### src/rtl/bist_pkg.sv
// Shared types and default constants for the BIST engine and its MISR.
package bist_pkg;

    typedef enum logic [2:0] {
        ST_IDLE,
        ST_SEED,
        ST_RUN,
        ST_FLUSH,
        ST_COMPARE,
        ST_DONE
    } bist_state_t;

    typedef logic [15:0] pattern_cnt_t;

    localparam logic [12:0] DEFAULT_LFSR_TAPS = 13'h1B00;
    localparam logic [15:0] DEFAULT_MISR_POLY = 16'h1021;

endpackage

### src/rtl/bist_if.sv
// Control, status and CUT-facing signals of the BIST engine.
// The slave side is the engine; the master side is the system plus the CUT.
interface bist_if #(
    parameter int WIDTH = 6,
    parameter int SIG_W = 16
);
    logic             start;
    logic             learn;
    logic             abort;
    logic [WIDTH-1:0] tpg_a;
    logic [WIDTH-1:0] tpg_b;
    logic             tpg_cin;
    logic [WIDTH:0]   cut_resp;
    logic             busy;
    logic             done;
    logic             pass;
    logic [SIG_W-1:0] signature;
    logic [15:0]      pattern_idx;

    modport master (
        output start, learn, abort, cut_resp,
        input  tpg_a, tpg_b, tpg_cin, busy, done, pass, signature, pattern_idx
    );

    modport slave (
        input  start, learn, abort, cut_resp,
        output tpg_a, tpg_b, tpg_cin, busy, done, pass, signature, pattern_idx
    );
endinterface

### src/rtl/bist_misr.sv
// Galois multi-input signature register: shift, conditional polynomial
// feedback and XOR of the zero-extended response word.
module bist_misr
    import bist_pkg::*;
#(
    parameter int               SIG_W = 16,
    parameter logic [SIG_W-1:0] POLY  = DEFAULT_MISR_POLY,
    parameter int               IN_W  = 7
) (
    input  logic             clk,
    input  logic             rst,
    input  logic             clear,
    input  logic             enable,
    input  logic [IN_W-1:0]  data,
    output logic [SIG_W-1:0] sig
);

    // Clear wins over enable so a new run always starts from a zero signature.
    always_ff @(posedge clk or posedge rst) begin
        if (rst) begin
            sig <= '0;
        end else if (clear) begin
            sig <= '0;
        end else if (enable) begin
            sig <= {sig[SIG_W-2:0], 1'b0}
                 ^ (sig[SIG_W-1] ? POLY : '0)
                 ^ SIG_W'(data);
        end
    end

endmodule

### src/rtl/bist_engine.sv
// LFSR-driven self-test engine for an adder-class CUT: generates patterns,
// compacts responses in a MISR and learns or checks a golden signature.
module bist_engine
    import bist_pkg::*;
#(
    parameter int                WIDTH        = 6,
    parameter int                LFSR_W       = 13,
    parameter logic [LFSR_W-1:0] LFSR_TAPS    = LFSR_W'(DEFAULT_LFSR_TAPS),
    parameter logic [LFSR_W-1:0] SEED         = '1,
    parameter int                SIG_W        = 16,
    parameter logic [SIG_W-1:0]  MISR_POLY    = SIG_W'(DEFAULT_MISR_POLY),
    parameter int                NUM_PATTERNS = 64,
    parameter int                CUT_LAT      = 0,
    parameter logic [SIG_W-1:0]  GOLDEN_SIG   = '0
) (
    input logic   clk,
    input logic   rst,
    bist_if.slave bus
);

    localparam pattern_cnt_t LAST_IDX   = pattern_cnt_t'(NUM_PATTERNS - 1);
    localparam logic [2:0]   FLUSH_LAST = 3'((CUT_LAT > 0) ? CUT_LAT - 1 : 0);

    bist_state_t       state;
    logic [LFSR_W-1:0] lfsr;
    logic [LFSR_W-1:0] lfsr_next;
    logic [SIG_W-1:0]  misr;
    logic [SIG_W-1:0]  golden;
    logic [SIG_W-1:0]  signature;
    pattern_cnt_t      pattern_idx;
    logic [2:0]        flush_cnt;
    logic              mode_learn;
    logic              busy;
    logic              done;
    logic              pass;
    logic              run_tok;
    logic              comp_en;
    logic              misr_clear;

    assign lfsr_next  = {lfsr[LFSR_W-2:0], ^(lfsr & LFSR_TAPS)};
    assign run_tok    = (state == ST_RUN);
    assign misr_clear = (state == ST_SEED);

    // The valid token follows each pattern through the CUT's pipeline so the
    // MISR only samples cut_resp when it belongs to an applied pattern.
    generate
        if (CUT_LAT == 0) begin : g_no_lat
            assign comp_en = run_tok;
        end else begin : g_lat
            logic [CUT_LAT-1:0] vpipe;

            always_ff @(posedge clk or posedge rst) begin
                if (rst) begin
                    vpipe <= '0;
                end else if (state == ST_SEED) begin
                    vpipe <= '0;
                end else begin
                    vpipe[0] <= run_tok;
                    for (int i = 1; i < CUT_LAT; i++) begin
                        vpipe[i] <= vpipe[i-1];
                    end
                end
            end

            assign comp_en = vpipe[CUT_LAT-1];
        end
    endgenerate

    bist_misr #(
        .SIG_W (SIG_W),
        .POLY  (MISR_POLY),
        .IN_W  (WIDTH + 1)
    ) u_misr (
        .clk    (clk),
        .rst    (rst),
        .clear  (misr_clear),
        .enable (comp_en),
        .data   (bus.cut_resp),
        .sig    (misr)
    );

    // Abort only acts while busy, so a start in DONE overrides it.
    always_ff @(posedge clk or posedge rst) begin
        if (rst) begin
            state       <= ST_IDLE;
            lfsr        <= SEED;
            golden      <= GOLDEN_SIG;
            signature   <= '0;
            pattern_idx <= '0;
            flush_cnt   <= '0;
            mode_learn  <= 1'b0;
            busy        <= 1'b0;
            done        <= 1'b0;
            pass        <= 1'b0;
        end else if (bus.abort && busy) begin
            state <= ST_IDLE;
            busy  <= 1'b0;
            done  <= 1'b0;
            pass  <= 1'b0;
        end else begin
            case (state)
                ST_IDLE, ST_DONE: begin
                    if (bus.start) begin
                        mode_learn <= bus.learn;
                        done       <= 1'b0;
                        pass       <= 1'b0;
                        busy       <= 1'b1;
                        state      <= ST_SEED;
                    end
                end
                ST_SEED: begin
                    lfsr        <= SEED;
                    pattern_idx <= '0;
                    flush_cnt   <= '0;
                    state       <= ST_RUN;
                end
                ST_RUN: begin
                    if (pattern_idx == LAST_IDX) begin
                        state <= (CUT_LAT == 0) ? ST_COMPARE : ST_FLUSH;
                    end else begin
                        lfsr        <= lfsr_next;
                        pattern_idx <= pattern_idx + 16'd1;
                    end
                end
                ST_FLUSH: begin
                    if (flush_cnt == FLUSH_LAST) begin
                        state <= ST_COMPARE;
                    end else begin
                        flush_cnt <= flush_cnt + 3'd1;
                    end
                end
                ST_COMPARE: begin
                    signature <= misr;
                    if (mode_learn) begin
                        golden <= misr;
                        pass   <= 1'b1;
                    end else begin
                        pass <= (misr == golden);
                    end
                    done  <= 1'b1;
                    busy  <= 1'b0;
                    state <= ST_DONE;
                end
                default: begin
                    state <= ST_IDLE;
                end
            endcase
        end
    end

    assign bus.tpg_a       = lfsr[WIDTH-1:0];
    assign bus.tpg_b       = lfsr[2*WIDTH-1:WIDTH];
    assign bus.tpg_cin     = lfsr[2*WIDTH];
    assign bus.busy        = busy;
    assign bus.done        = done;
    assign bus.pass        = pass;
    assign bus.signature   = signature;
    assign bus.pattern_idx = pattern_idx;

endmodule

### src/flat_wrapper.sv
// flat-port wrapper written by rule: the top's interface ports become plain ports
module bist_engine_flat import bist_pkg::*;
#(
    parameter int                WIDTH        = 6,
    parameter int                LFSR_W       = 13,
    parameter logic [LFSR_W-1:0] LFSR_TAPS    = LFSR_W'(DEFAULT_LFSR_TAPS),
    parameter logic [LFSR_W-1:0] SEED         = '1,
    parameter int                SIG_W        = 16,
    parameter logic [SIG_W-1:0]  MISR_POLY    = SIG_W'(DEFAULT_MISR_POLY),
    parameter int                NUM_PATTERNS = 64,
    parameter int                CUT_LAT      = 0,
    parameter logic [SIG_W-1:0]  GOLDEN_SIG   = '0
)
  (clk, rst, bus_start, bus_learn, bus_abort, bus_cut_resp, bus_tpg_a, bus_tpg_b, bus_tpg_cin, bus_busy, bus_done, bus_pass, bus_signature, bus_pattern_idx);
  bist_if #(.WIDTH(WIDTH), .SIG_W(SIG_W)) bus_i ();
  input logic clk;
  input logic rst;
  input wire logic [$bits(bus_i.start)-1:0] bus_start;
  input wire logic [$bits(bus_i.learn)-1:0] bus_learn;
  input wire logic [$bits(bus_i.abort)-1:0] bus_abort;
  input wire logic [$bits(bus_i.cut_resp)-1:0] bus_cut_resp;
  output wire logic [$bits(bus_i.tpg_a)-1:0] bus_tpg_a;
  output wire logic [$bits(bus_i.tpg_b)-1:0] bus_tpg_b;
  output wire logic [$bits(bus_i.tpg_cin)-1:0] bus_tpg_cin;
  output wire logic [$bits(bus_i.busy)-1:0] bus_busy;
  output wire logic [$bits(bus_i.done)-1:0] bus_done;
  output wire logic [$bits(bus_i.pass)-1:0] bus_pass;
  output wire logic [$bits(bus_i.signature)-1:0] bus_signature;
  output wire logic [$bits(bus_i.pattern_idx)-1:0] bus_pattern_idx;
  assign bus_i.start = bus_start;
  assign bus_i.learn = bus_learn;
  assign bus_i.abort = bus_abort;
  assign bus_i.cut_resp = bus_cut_resp;
  assign bus_tpg_a = bus_i.tpg_a;
  assign bus_tpg_b = bus_i.tpg_b;
  assign bus_tpg_cin = bus_i.tpg_cin;
  assign bus_busy = bus_i.busy;
  assign bus_done = bus_i.done;
  assign bus_pass = bus_i.pass;
  assign bus_signature = bus_i.signature;
  assign bus_pattern_idx = bus_i.pattern_idx;
  bist_engine #(.WIDTH(WIDTH), .LFSR_W(LFSR_W), .LFSR_TAPS(LFSR_TAPS), .SEED(SEED), .SIG_W(SIG_W), .MISR_POLY(MISR_POLY), .NUM_PATTERNS(NUM_PATTERNS), .CUT_LAT(CUT_LAT), .GOLDEN_SIG(GOLDEN_SIG)) u_core (.clk(clk), .rst(rst), .bus(bus_i));
endmodule
### config.mk
export PLATFORM = sky130hd
export DESIGN_NAME = bist_engine_flat
export DESIGN_NICKNAME = d
export VERILOG_FILES = /design/src/rtl/bist_pkg.sv /design/src/rtl/bist_if.sv /design/src/rtl/bist_misr.sv /design/src/rtl/bist_engine.sv /design/src/flat_wrapper.sv
export SDC_FILE = /design/constraint.sdc
export NUM_CORES = 1
export LEC_CHECK = 0
export BUFFER_PORTS_ARGS = -buffer_cell sky130_fd_sc_hd__buf_2
export CAP_MARGIN = 25
export CORE_MARGIN = 2
export CORE_UTILIZATION = 41
export DETAILED_ROUTE_END_ITERATION = 16
export GPL_TIMING_DRIVEN = 0
export SETUP_SLACK_MARGIN = 0.1
export SLEW_MARGIN = 10
export SYNTH_ARGS = -nofsm -noshare
export SYNTH_HDL_FRONTEND = slang
export SYNTH_SLANG_ARGS = --single-unit
### constraint.sdc
create_clock -name clk -period 5.8 [get_ports clk]
set_input_delay 1.16 -clock clk [delete_from_list [all_inputs] [get_ports clk]]
set_output_delay 1.16 -clock clk [all_outputs]
set_load 0.05 [all_outputs]
== Yosys cells after proc, flatten, opt, wreduce, memory -nomap -nowiden ==
Index checks and enable logic that the tools add are counted.
Storage, ports and cells
  input bits: 12
  word-level logic and storage cells: 66
  register bits after elaboration: 87
Cells by class
  reduce and logical (&&, ||, !) cells: 15
  equal/unequal tests: 12
  multiplexer cells: 23
  $add $sub $neg: 2
  bitwise operators: 3
Operators by type and width (count)
  $mux W16: 3
  $pmux W16 S2: 1
  $mux W13: 2
  $pmux W13 S2: 1
  $add A16 B1 Y16 const B: 1
  $eq A16 B16 Y1: 1
  $eq A16 B6 Y1 const B: 1
  $xor A16 B13 Y16: 1
  $xor A16 B7 Y16: 1
  $mux W3: 5
  $pmux W3 S5: 1
  $reduce_and A3 Y1: 5
  $reduce_xor A13 Y1: 1
  $eq A3 B2 Y1 const B: 2
  $eq A3 B3 Y1 const B: 2
  $logic_not A3 Y1: 2
  $mux W1: 6
  $pmux W1 S2: 3
  $pmux W3 S2: 1
  $ne A2 B2 Y1 const B: 2
  $reduce_and A2 Y1: 2
  $reduce_bool A2 Y1: 2
  $add A3 B1 Y3 const B: 1
  $eq A3 B1 Y1 const B: 1
  7 further kinds: 7

== Logic depth before layout (Yosys ltp) ==
Gate-level depths: netlist of the first run.
  depth in word-level cells: 5
  depth in mapped cells: 8
  mapped depth without buffers: 6

== By module ==
A second synthesis of the first run with hierarchy kept.
Unflattened totals
  cell total of the unflattened synthesis: 377
  area total of the unflattened synthesis: 4139.0 um^2
By module, submodules not included
  bist_engine: cells an instance 315, instances 1, area an instance 3417.0 um^2
  bist_misr: cells an instance 62, instances 1, area an instance 721.9 um^2

== Least setup slack after synthesis of the first run ==
Ideal clock, no wire load.
  kind: input -> register
  from: input bus_abort
  to: register u_core.pattern_idx[4], in the netlist u_core.bus.pattern_idx[4]
  arrival time: 2104 ps
  path buffers: 2
  path slack: 3549 ps
  cell stages on the path: 6
  cells stage by stage: and2_1 > clkbuf_1 > a211o_1 > buf_2 > o21ai_0 > o31ai_1
On the way
  word-level cells in the longest chain between the ends: 3
RTL lines
  start, declared: RTL line flat_wrapper.sv:20  | input wire logic [$bits(bus_i.abort)-1:0] bus_abort;
  $logic_and A1 B1 Y1: RTL line bist_engine.sv:95  | end else if (bus.abort && busy) begin
  $not A1 Y1 (no source line)
  $reduce_and A3 Y1 (no source line)
  end signal, assigned: RTL line bist_engine.sv:122  | pattern_idx <= pattern_idx + 16'd1;
  end, declared: RTL line bist_engine.sv:30  | pattern_cnt_t pattern_idx;
Every way passes these cells.
A chain may end at the register's enable or synchronous reset.

== Final worst setup path of the first run ==
  from: register u_core.lfsr[8]
  to: output bus_tpg_b[2]
RTL lines
  start, declared: RTL line bist_engine.sv:25  | logic [LFSR_W-1:0] lfsr;
  start signal, assigned: RTL line bist_engine.sv:121  | lfsr <= lfsr_next;
  end, declared: RTL line flat_wrapper.sv:23  | output wire logic [$bits(bus_i.tpg_b)-1:0] bus_tpg_b;
No word-level cell between the ends.

==> flow_summary.toml, run 1 <==
[status]
status = "finished, final reports clean"

[synthesis]
synth.distinct_cells = 41
synth_commonest_cells = "dfrtp_1, mux2_2, xor2_1"
netlist_top_cells_area = "dfrtp_1, mux2_2, dfstp_2"
synth_seq_cells = 87
synthMuxAreaShare = 0.0964
syn_area_sq_mm = 0.00396
synth-main-ff-cell = "dfrtp_1"
ys_warn_count = 0
synth_edf_count = 0
yosys.area_share.xor_xnor = 0.0686
synth_fa_ha_area_frac = 0.00948
synthCells = 332
async_flop_share = 1.00
syn_avg_cell_area_sq_um = 11.9
ys_seq_area_frac = 0.554
synth.most_common_cell = "dfrtp_1"
synth_top_family_by_area = "compound AO/OA/AOI/OAI gates"
synth_nets = 347
synth_compound_area_frac = 0.130
yosysTopAreaCellShare = 0.468
yosys.area_share.simple = 0.112
synth_top_area_cell = "dfrtp_1"

[timing]
setup_tns_ns = 0
relSlewSlack = 0.641
drv_slew = 0
layout_min_cycle_time_ns = 2.37
timing.final.crit_share = 0.408
setup_viol = 0
max_freq_ghz = 0.423
finalHoldViolations = 0
tightest_slew_ns = 0.533
setup_slack_ns = 3.43
finClkSkew_ns = 0.0103
rsz0062_at_grt = "false"

[setup_path]
path_cells = "buf_2"
cp_top_family = "flip-flops"
critPathSlowestCell = "dfstp_2"
required_ns = 4.64
worst-setup-path-type = "reg -> out"
arrival_ns = 1.21
slowest_delay_ns = 0.58
setup.worst_path.start_class = "flip-flop"
path_buf_inv = 1
cp-end-kind = "primary output"
cp_max_fo = 4

[power_and_ir_drop]
seqPwrFrac = 0.565
p_leak_nw = 2.36
p_sw_mw = 0.386
p_sw_frac = 0.290
p_clk_frac = 0.307
ir_drop_mv = 0.135
p_comb_frac = 0.128
p_int_mw = 0.947
power_density_mw_per_mm2 = 287

[floorplanning]
core_sq_mm = 0.00933
dieArea_sq_mm = 0.0105
die_x_microns = 102
rows = 35
boundaryPins = 60
initial_core_util = 0.425
fp.dieH_microns = 102

[placed_design]
post-place-ws_ns = 3.17
port_buffers = 59
gp_congestion = 0.895
dp_hpwl_microns = 5720

[cts]
cts-root-buf = "clkbuf_8"
cts.sinks = 87
clk_path_buf_depth = 2
htreeDepth = 3
post_cts.repair.setup_buffers = 0
postCtsHoldBufs = 0
cts_inserted_buffers = 9
clk_latency_ns = 0.36
cts_tree = "yes"
clk_pin_slew_ns = 0.09
cts.repair.resized = 0

[routing]
drt-total-wl_microns = 8130
vias = 2738
drt_iter0_markers = 112
dr.pass1.iters = 4
drc = 0
viasPerCell = 5.10
wl_per_cell_microns = 15.1
antenna_left = 0

[job]
drv_cap = 0

[global_routing]
grt_pass1_vias = 2646
grt_max_degree = 49
grtUsageTotal = 0.170
grt_antenna_before_repair = 0
grt_pass1_wl_microns = 13600
overflow = 0

[worst_hold_path]
worstHoldPathType = "reg -> reg"

[layout]
final_layout_size_suffix_gt1_frac = 0.336
diodes = 0
nFillCells = 880
final_nets = 418
syn_to_final_growth_pct = 17.1
==> worst paths after layout <==
path / start / to / slack (ns) / depth (start not counted)
setup / recovery: u_core.lfsr[8]$_DFFE_PP1P_ / bus_tpg_b[2] / 3.43 / 1
hold / removal: u_core.bus.signature[5]$_DFFE_PP0P_ / u_core.bus.signature[5]$_DFFE_PP0P_ / 0.50 / 1
setup reg to reg: u_core.bus.pattern_idx[0]$_DFFE_PP0P_ / u_core.bus.pattern_idx[12]$_DFFE_PP0P_ / 3.60 / 7
hold reg to reg: u_core.bus.signature[5]$_DFFE_PP0P_ / u_core.bus.signature[5]$_DFFE_PP0P_ / 0.50 / 1
max in group asynchronous: rst / u_core.golden[1]$_DFFE_PP0P_ / 4.33 / 3
min in group asynchronous: rst / u_core.bus.pattern_idx[1]$_DFFE_PP0P_ / 0.85 / 2
==> layer usage <==
metal	track usage	routed length [microns]	up-vias
met1	0.261	4060	1328
met3	0.0356	367	10
met5	0	0	-
met4	0.0615	145	0
li1	-	-	1339
met2	0.238	3560	61
==> cell usage in the layout, fill, tap and decap left out, types with 5 or more instances in the layout <==
cell	synthesis	layout
dfrtp_1	74	74
nand3_1	13	13
o21ai_0	16	16
a22o_1	18	18
mux2_2	33	33
nor3_1	5	5
a21oi_1	12	12
xor2_1	27	27
clkbuf_8	0	9
buf_2	10	69
nand4_1	5	5
nand2_1	17	17
dfstp_2	13	13
nor2_1	13	13
o22a_1	12	12
nor4_1	8	8
inv_1	8	7
==> power groups by stage <==
| stage | combinational [mW] | sequential [mW] | clock, mW |
|---|---|---|---|
| after floorplan | 0.140 | 0.738 | 0 |
| after global placement | 0.165 | 0.763 | 0 |
| after detailed placement | 0.172 | 0.766 | 0 |
| after CTS | 0.173 | 0.754 | 0.426 |
| after global routing | 0.191 | 0.766 | 0.451 |
| final | 0.170 | 0.753 | 0.410 |
==> cell families after synthesis <==
logic type / count (synthesis)
mux: 34
buf+inv: 24
fa+ha+maj: 3
xor+xnor: 31
compound gates: 71
simple gates: 82
flops: 87
==> layout make-up <==
type                       count  area (sq um)  share of cell area
inverter                       8          32.5             0.00701
buffer                        16          87.6              0.0189
sequential                    87          2190               0.473
clock buffer                  11           153              0.0329
clock inverter                 5          38.8             0.00836
tap                          129           161              0.0348
timing repair buffer          60           323              0.0696
multi-input combinational    221          1650               0.356
==> stage by stage <==
stage / instance area, sq um / hold slack [ns] / cells / util / power, mW
after CTS: 4640 / 0.509 / 537 / 0.497 / 1.35
final: 4640 / 0.503 / 537 / 0.497 / 1.33
after global placement: 4420 / 0.482 / 520 / 0.474 / 0.928
after global routing: 4640 / 0.522 / 537 / 0.497 / 1.41
after floorplan: 3960 / 0.479 / 332 / - / 0.878
after detailed placement: 4450 / 0.488 / 521 / 0.477 / 0.938
==> state kept, by name, indices dropped and copies added (netlist names) <==
register	count
u_core.bus.busy	1
u_core.bus.done	1
u_core.bus.pass	1
u_core.bus.pattern_idx	16
u_core.bus.signature	16
u_core.flush_cnt	3
u_core.golden	16
u_core.lfsr	13
u_core.mode_learn	1
u_core.state	3
u_core.u_misr.sig	16
Note: power is estimated with default switching activity, not from simulation.
==> run 2, diff against run 1 <==
==> constraint.sdc (replaced) <==
create_clock -name clk -period 1.9 [get_ports clk]
set_input_delay 0.38 -clock clk [delete_from_list [all_inputs] [get_ports clk]]
set_output_delay 0.38 -clock clk [all_outputs]
set_load 0.05 [all_outputs]
==> flow_summary.toml, run 2 (same netlist as run 1, synthesis figures left out) <==
[global_routing]
grtUsageTotal = 0.177
met2_usage = 0.274
grtUsageMet3 = 0.0328
use_met1 = 0.254
grt_pass1_vias = 2769
overflow = 0
grt_max_degree = 39
grt_pass1_wl_microns = 14200
grt_antenna_before_repair = 0
busiest_layer = "met2"

[setup_path]
worst_r2r_startpoint = "u_core.bus.pattern_idx[0]$_DFFE_PP0P_"
startpoint = "u_core.bus.pattern_idx[0]$_DFFE_PP0P_"
ff2ff_setup_slack_ns = 0.008
rr_endpoint = "u_core.bus.pattern_idx[13]$_DFFE_PP0P_"
reg2reg_depth = 8
cp-end-kind = "flip-flop"
endpoint = "u_core.bus.pattern_idx[13]$_DFFE_PP0P_"
setup.worst_path.start_class = "flip-flop"
cp_max_fo = 5
required_ns = 2.19
arrival_ns = 2.18
worst-setup-path-type = "reg -> reg"

[routing]
antenna_left = 0
drt_iter0_markers = 125
viasPerCell = 5.21
drc = 0
dr.pass1.iters = 4
drt-total-wl_microns = 8690
vias = 2844
wl_per_cell_microns = 15.9

[power_and_ir_drop]
power_density_mw_per_mm2 = 865
p_clk_frac = 0.338
p_sw_frac = 0.281
p_comb_frac = 0.115
p_sw_mw = 1.20
seqPwrFrac = 0.547
ir_drop_mv = 0.464
p_leak_nw = 2.47
p_int_mw = 3.07

[layout]
layout_common_cells = "dfrtp_1, buf_2, mux2_2"
syn_to_final_growth_pct = 24.7
nFillCells = 852
multi_input_area_sq_mm = 0.00177
seqCellArea_sq_mm = 0.00220
final_layout_size_suffix_gt1_frac = 0.429
final_nets = 427
layout_commonest_cell = "dfrtp_1"
diodes = 0
final_area_sq_mm = 0.00494

[floorplanning]
core_sq_mm = 0.00933
rows = 35
die_x_microns = 102
fp.dieH_microns = 102
initial_core_util = 0.425
boundaryPins = 60
dieArea_sq_mm = 0.0105

[cts]
cts_tree = "yes"
clk_path_buf_depth = 2
cts_inserted_buffers = 9
cts.sinks = 87
clk_pin_slew_ns = 0.09
clk_latency_ns = 0.35
postCtsHoldBufs = 0
cts-root-buf = "clkbuf_8"
htreeDepth = 3

[timing]
setup_viol = 0
tightest_slew_ns = 0.492
timing.final.crit_share = 0.996
layout_min_cycle_time_ns = 1.89
max_freq_ghz = 0.528
finalHoldViolations = 0
relSlewSlack = 0.672
finClkSkew_ns = 0.0116
drv_slew = 0
setup_slack_ns = 0.00777
rsz0062_at_grt = "true"
setup_tns_ns = 0

[placed_design]
post-place-ws_ns = -0.145
dp_hpwl_microns = 5860
port_buffers = 59
placed_cell_area_sq_mm = 0.00451
gp_congestion = 0.800

[job]
drv_cap = 0

[worst_hold_path]
worstHoldPathType = "in -> async"

[status]
status = "finished, final reports clean"
==> run 2: stage by stage <==
step,cells,utilization,power [mW],hold slack [ns]
2_1_floorplan,332,-,2.68,0.479
3_3_place_gp,520,0.479,2.84,0.484
3_5_place_dp,522,0.483,2.87,0.398
4_1_cts,546,0.518,4.32,0.00526
5_1_grt,546,0.529,4.49,0.0294
6_report,546,0.529,4.27,0.0104
==> run 2: per-layer routing <==
layer	routed length [microns]	vias to the layer above
li1	-	1363
met1	4240	1430
met2	4110	45
met3	263	6
met4	78	0
met5	0	-
==> run 2: worst min path at each step <==
stage | startpoint | endpoint | slack [ns]
after floorplan | u_core.flush_cnt[2]$_DFFE_PP0P_ | u_core.flush_cnt[2]$_DFFE_PP0P_ | 0.48
after global placement | u_core.bus.signature[4]$_DFFE_PP0P_ | u_core.bus.signature[4]$_DFFE_PP0P_ | 0.48
after detailed placement | rst | u_core.flush_cnt[2]$_DFFE_PP0P_ | 0.40
after CTS | rst | u_core.state[1]$_DFFE_PP0P_ | 0.005
after global routing | rst | u_core.bus.pattern_idx[7]$_DFFE_PP0P_ | 0.03
final | rst | u_core.state[1]$_DFFE_PP0P_ | 0.01
==> run 2: power by group through the flow <==
stage                     logic (mW)  registers (mW)  clock network, mW
after detailed placement       0.529            2.34                  0
after CTS                      0.542            2.30               1.48
after floorplan                0.428            2.25                  0
final                          0.491            2.34               1.44
after global routing           0.552            2.39               1.55
after global placement         0.509            2.33                  0
==> run 2: layout make-up <==
class | count | area share
flip-flops and latches | 87 | 0.446
multi-input cells | 221 | 0.359
repair buffers | 70 | 0.0874
well taps | 129 | 0.0327
clock buffers | 9 | 0.0251
plain buffers | 15 | 0.0241
clock inverters | 7 | 0.0193
inverters | 8 | 0.00684
==> run 2: timing repair <==
item / in CTS / in global routing
cloned: 1 / 1
setup buffers: 7 / 0
endpoints found under the setup margin: 58 / 60
pin swaps: 3 / 6
endpoints found under the hold margin: 0 / 0
gates resized for setup: 16 / 22
==> run 2: worst max-delay path, cell delays in order (launching register included) <==
cell and delay, ns:
dfrtp_2 0.44, ha_4 0.17, and3_4 0.17, and4_1 0.15, buf_6 0.13, or2_4 0.24
buf_6 0.13, or3_1 0.31, o21ai_1 0.08
==> run 3, diff against run 2 <==
==> constraint.sdc (replaced) <==
create_clock -name clk -period 1.9 [get_ports clk]
set_input_delay 0.095 -clock clk [delete_from_list [all_inputs] [get_ports clk]]
set_output_delay 0.095 -clock clk [all_outputs]
set_load 0.05 [all_outputs]
==> flow_summary.toml, run 3 (same netlist as run 1, synthesis figures left out) <==
[power_and_ir_drop]
p_comb_frac = 0.116
seqPwrFrac = 0.547
total_power_mw = 4.27
p_int_mw = 3.07
p_sw_mw = 1.20
p_sw_frac = 0.281
p_clk_frac = 0.338
ir_drop_mv = 0.464
p_leak_nw = 2.47
power_density_mw_per_mm2 = 862

[layout]
diodes = 0
syn_to_final_growth_pct = 25.2
final_nets = 429
multi_input_area_sq_mm = 0.00177
stdcell_count = 548
final_layout_size_suffix_gt1_frac = 0.427
final_area_sq_mm = 0.00496
nFillCells = 851
layout_common_cells = "dfrtp_1, buf_2, mux2_2"
layout_commonest_cell = "dfrtp_1"
utilization = 0.531
seqCellArea_sq_mm = 0.00220

[timing]
timing.final.crit_share = 0.997
max_freq_ghz = 0.528
setup_viol = 0
layout_min_cycle_time_ns = 1.89
relSlewSlack = 0.676
finalHoldViolations = 0
rsz0062_at_grt = "true"
tightest_slew_ns = 0.485
drv_slew = 0
finClkSkew_ns = 0.0121
setup_tns_ns = 0

[setup_path]
path_cells = "ha_4, and3_4, and4_1, buf_6, or2_4, buf_6, or3_1, o21ai_1"
rr_endpoint = "u_core.bus.pattern_idx[13]$_DFFE_PP0P_"
arrival_ns = 2.18
reg2reg_depth = 8
setup.worst_path.start_class = "flip-flop"
cp-end-kind = "flip-flop"
startpoint = "u_core.bus.pattern_idx[0]$_DFFE_PP0P_"
cp_max_fo = 5
worst-setup-path-type = "reg -> reg"
endpoint = "u_core.bus.pattern_idx[13]$_DFFE_PP0P_"
ff2ff_setup_slack_ns = 0.005
critPathSlowestCell = "dfrtp_2"
slowest_delay_ns = 0.44
required_ns = 2.19
worst_r2r_startpoint = "u_core.bus.pattern_idx[0]$_DFFE_PP0P_"
cpMostUsedCell = "buf_6"

[floorplanning]
rows = 35
initial_core_util = 0.425
boundaryPins = 60
dieArea_sq_mm = 0.0105
fp.dieH_microns = 102
core_sq_mm = 0.00933
die_x_microns = 102

[placed_design]
dp.cells = 522
gp_congestion = 0.800
port_buffers = 59
dp_hpwl_microns = 5860
placed_cell_area_sq_mm = 0.00451

[routing]
wl_per_cell_microns = 15.9
drt_iter0_markers = 119
antenna_left = 0
vias = 2862
dr.pass1.iters = 4
viasPerCell = 5.22
drt-total-wl_microns = 8720
drc = 0

[cts]
clk_path_buf_depth = 2
cts_tree = "yes"
cts.sinks = 87
htreeDepth = 3
cts_inserted_buffers = 9
clk_latency_ns = 0.35
cts-root-buf = "clkbuf_8"
clk_pin_slew_ns = 0.09

[global_routing]
grt_pass1_wl_microns = 14200
grt_antenna_before_repair = 0
grt_pass1_vias = 2787
overflow = 0
grt_max_degree = 39
grtUsageTotal = 0.177

[worst_hold_path]
hold_path_depth = 3
holdCritStartpoint = "bus_cut_resp[0]"
worstHoldPathType = "in -> reg"

[job]
drv_cap = 0

[status]
status = "finished, final reports clean"
run 3: changes by cell type in the layout (fill, tap and decap cells not counted):
cell | before | now
dlygate4sd3_1 | 0 | 2
run 3: worst max-delay path, delay by kind of cell (launching register included):
family,cells,cell delay [ns]
compound gates,1,0.08
buf+inv,2,0.26
simple gates,4,0.87
fa+ha+maj,1,0.17
flops,1,0.44
run 3: layout make-up:
class,instances,area share
sequential,87,0.444
multi-input combinational,221,0.357
timing repair buffer,72,0.0911
tap,129,0.0326
clock buffer,9,0.0250
buffer,15,0.0240
clock inverter,7,0.0192
inverter,8,0.00681
run 3: how the worst min path moves through the flow:
| stage | to | slack (ns) |
|---|---|---|
| 2_1_floorplan | u_core.mode_learn$_DFFE_PP0P_ | 0.25 |
| 3_3_place_gp | u_core.mode_learn$_DFFE_PP0P_ | 0.33 |
| 3_5_place_dp | u_core.flush_cnt[2]$_DFFE_PP0P_ | 0.11 |
| 4_1_cts | u_core.u_misr.sig[0]$_DFFE_PP0P_ | 0.06 |
| 5_1_grt | u_core.u_misr.sig[0]$_DFFE_PP0P_ | 0.08 |
| 6_report | u_core.u_misr.sig[0]$_DFFE_PP0P_ | 0.08 |
run 3: what timing repair did:
action                     4_1_cts  5_1_grt
hold endpoints to repair        16        0
setup endpoints to repair       58       60
resized for setup               16       22
buffers inserted                 7        0
hold buffers                     2        0
pin swaps                        3        6
gates cloned                     1        1
run 3: per-layer routing:
metal / part of all wire / track usage
met5: 0 / 0
met3: 0.023 / 0.0328
met4: 0.0090 / 0.0523
met2: 0.47 / 0.275
met1: 0.49 / 0.255
run 3: power by group through the flow:
| stage | Clock (mW) | Combinational [mW] | Sequential, mW |
|---|---|---|---|
| after CTS | 1.48 | 0.545 | 2.30 |
| after detailed placement | 0 | 0.529 | 2.34 |
| final | 1.44 | 0.494 | 2.34 |
| after floorplan | 0 | 0.428 | 2.25 |
| after global routing | 1.55 | 0.556 | 2.39 |
| after global placement | 0 | 0.509 | 2.33 |
run 3: per-stage QoR:
step	hold WS, ns	setup slack [ns]
after global placement	0.332	-0.118
after global routing	0.0751	-0.0408
final	0.0780	0.00538
after CTS	0.0625	0.00901
after detailed placement	0.113	-0.145
after floorplan	0.245	-0.0535
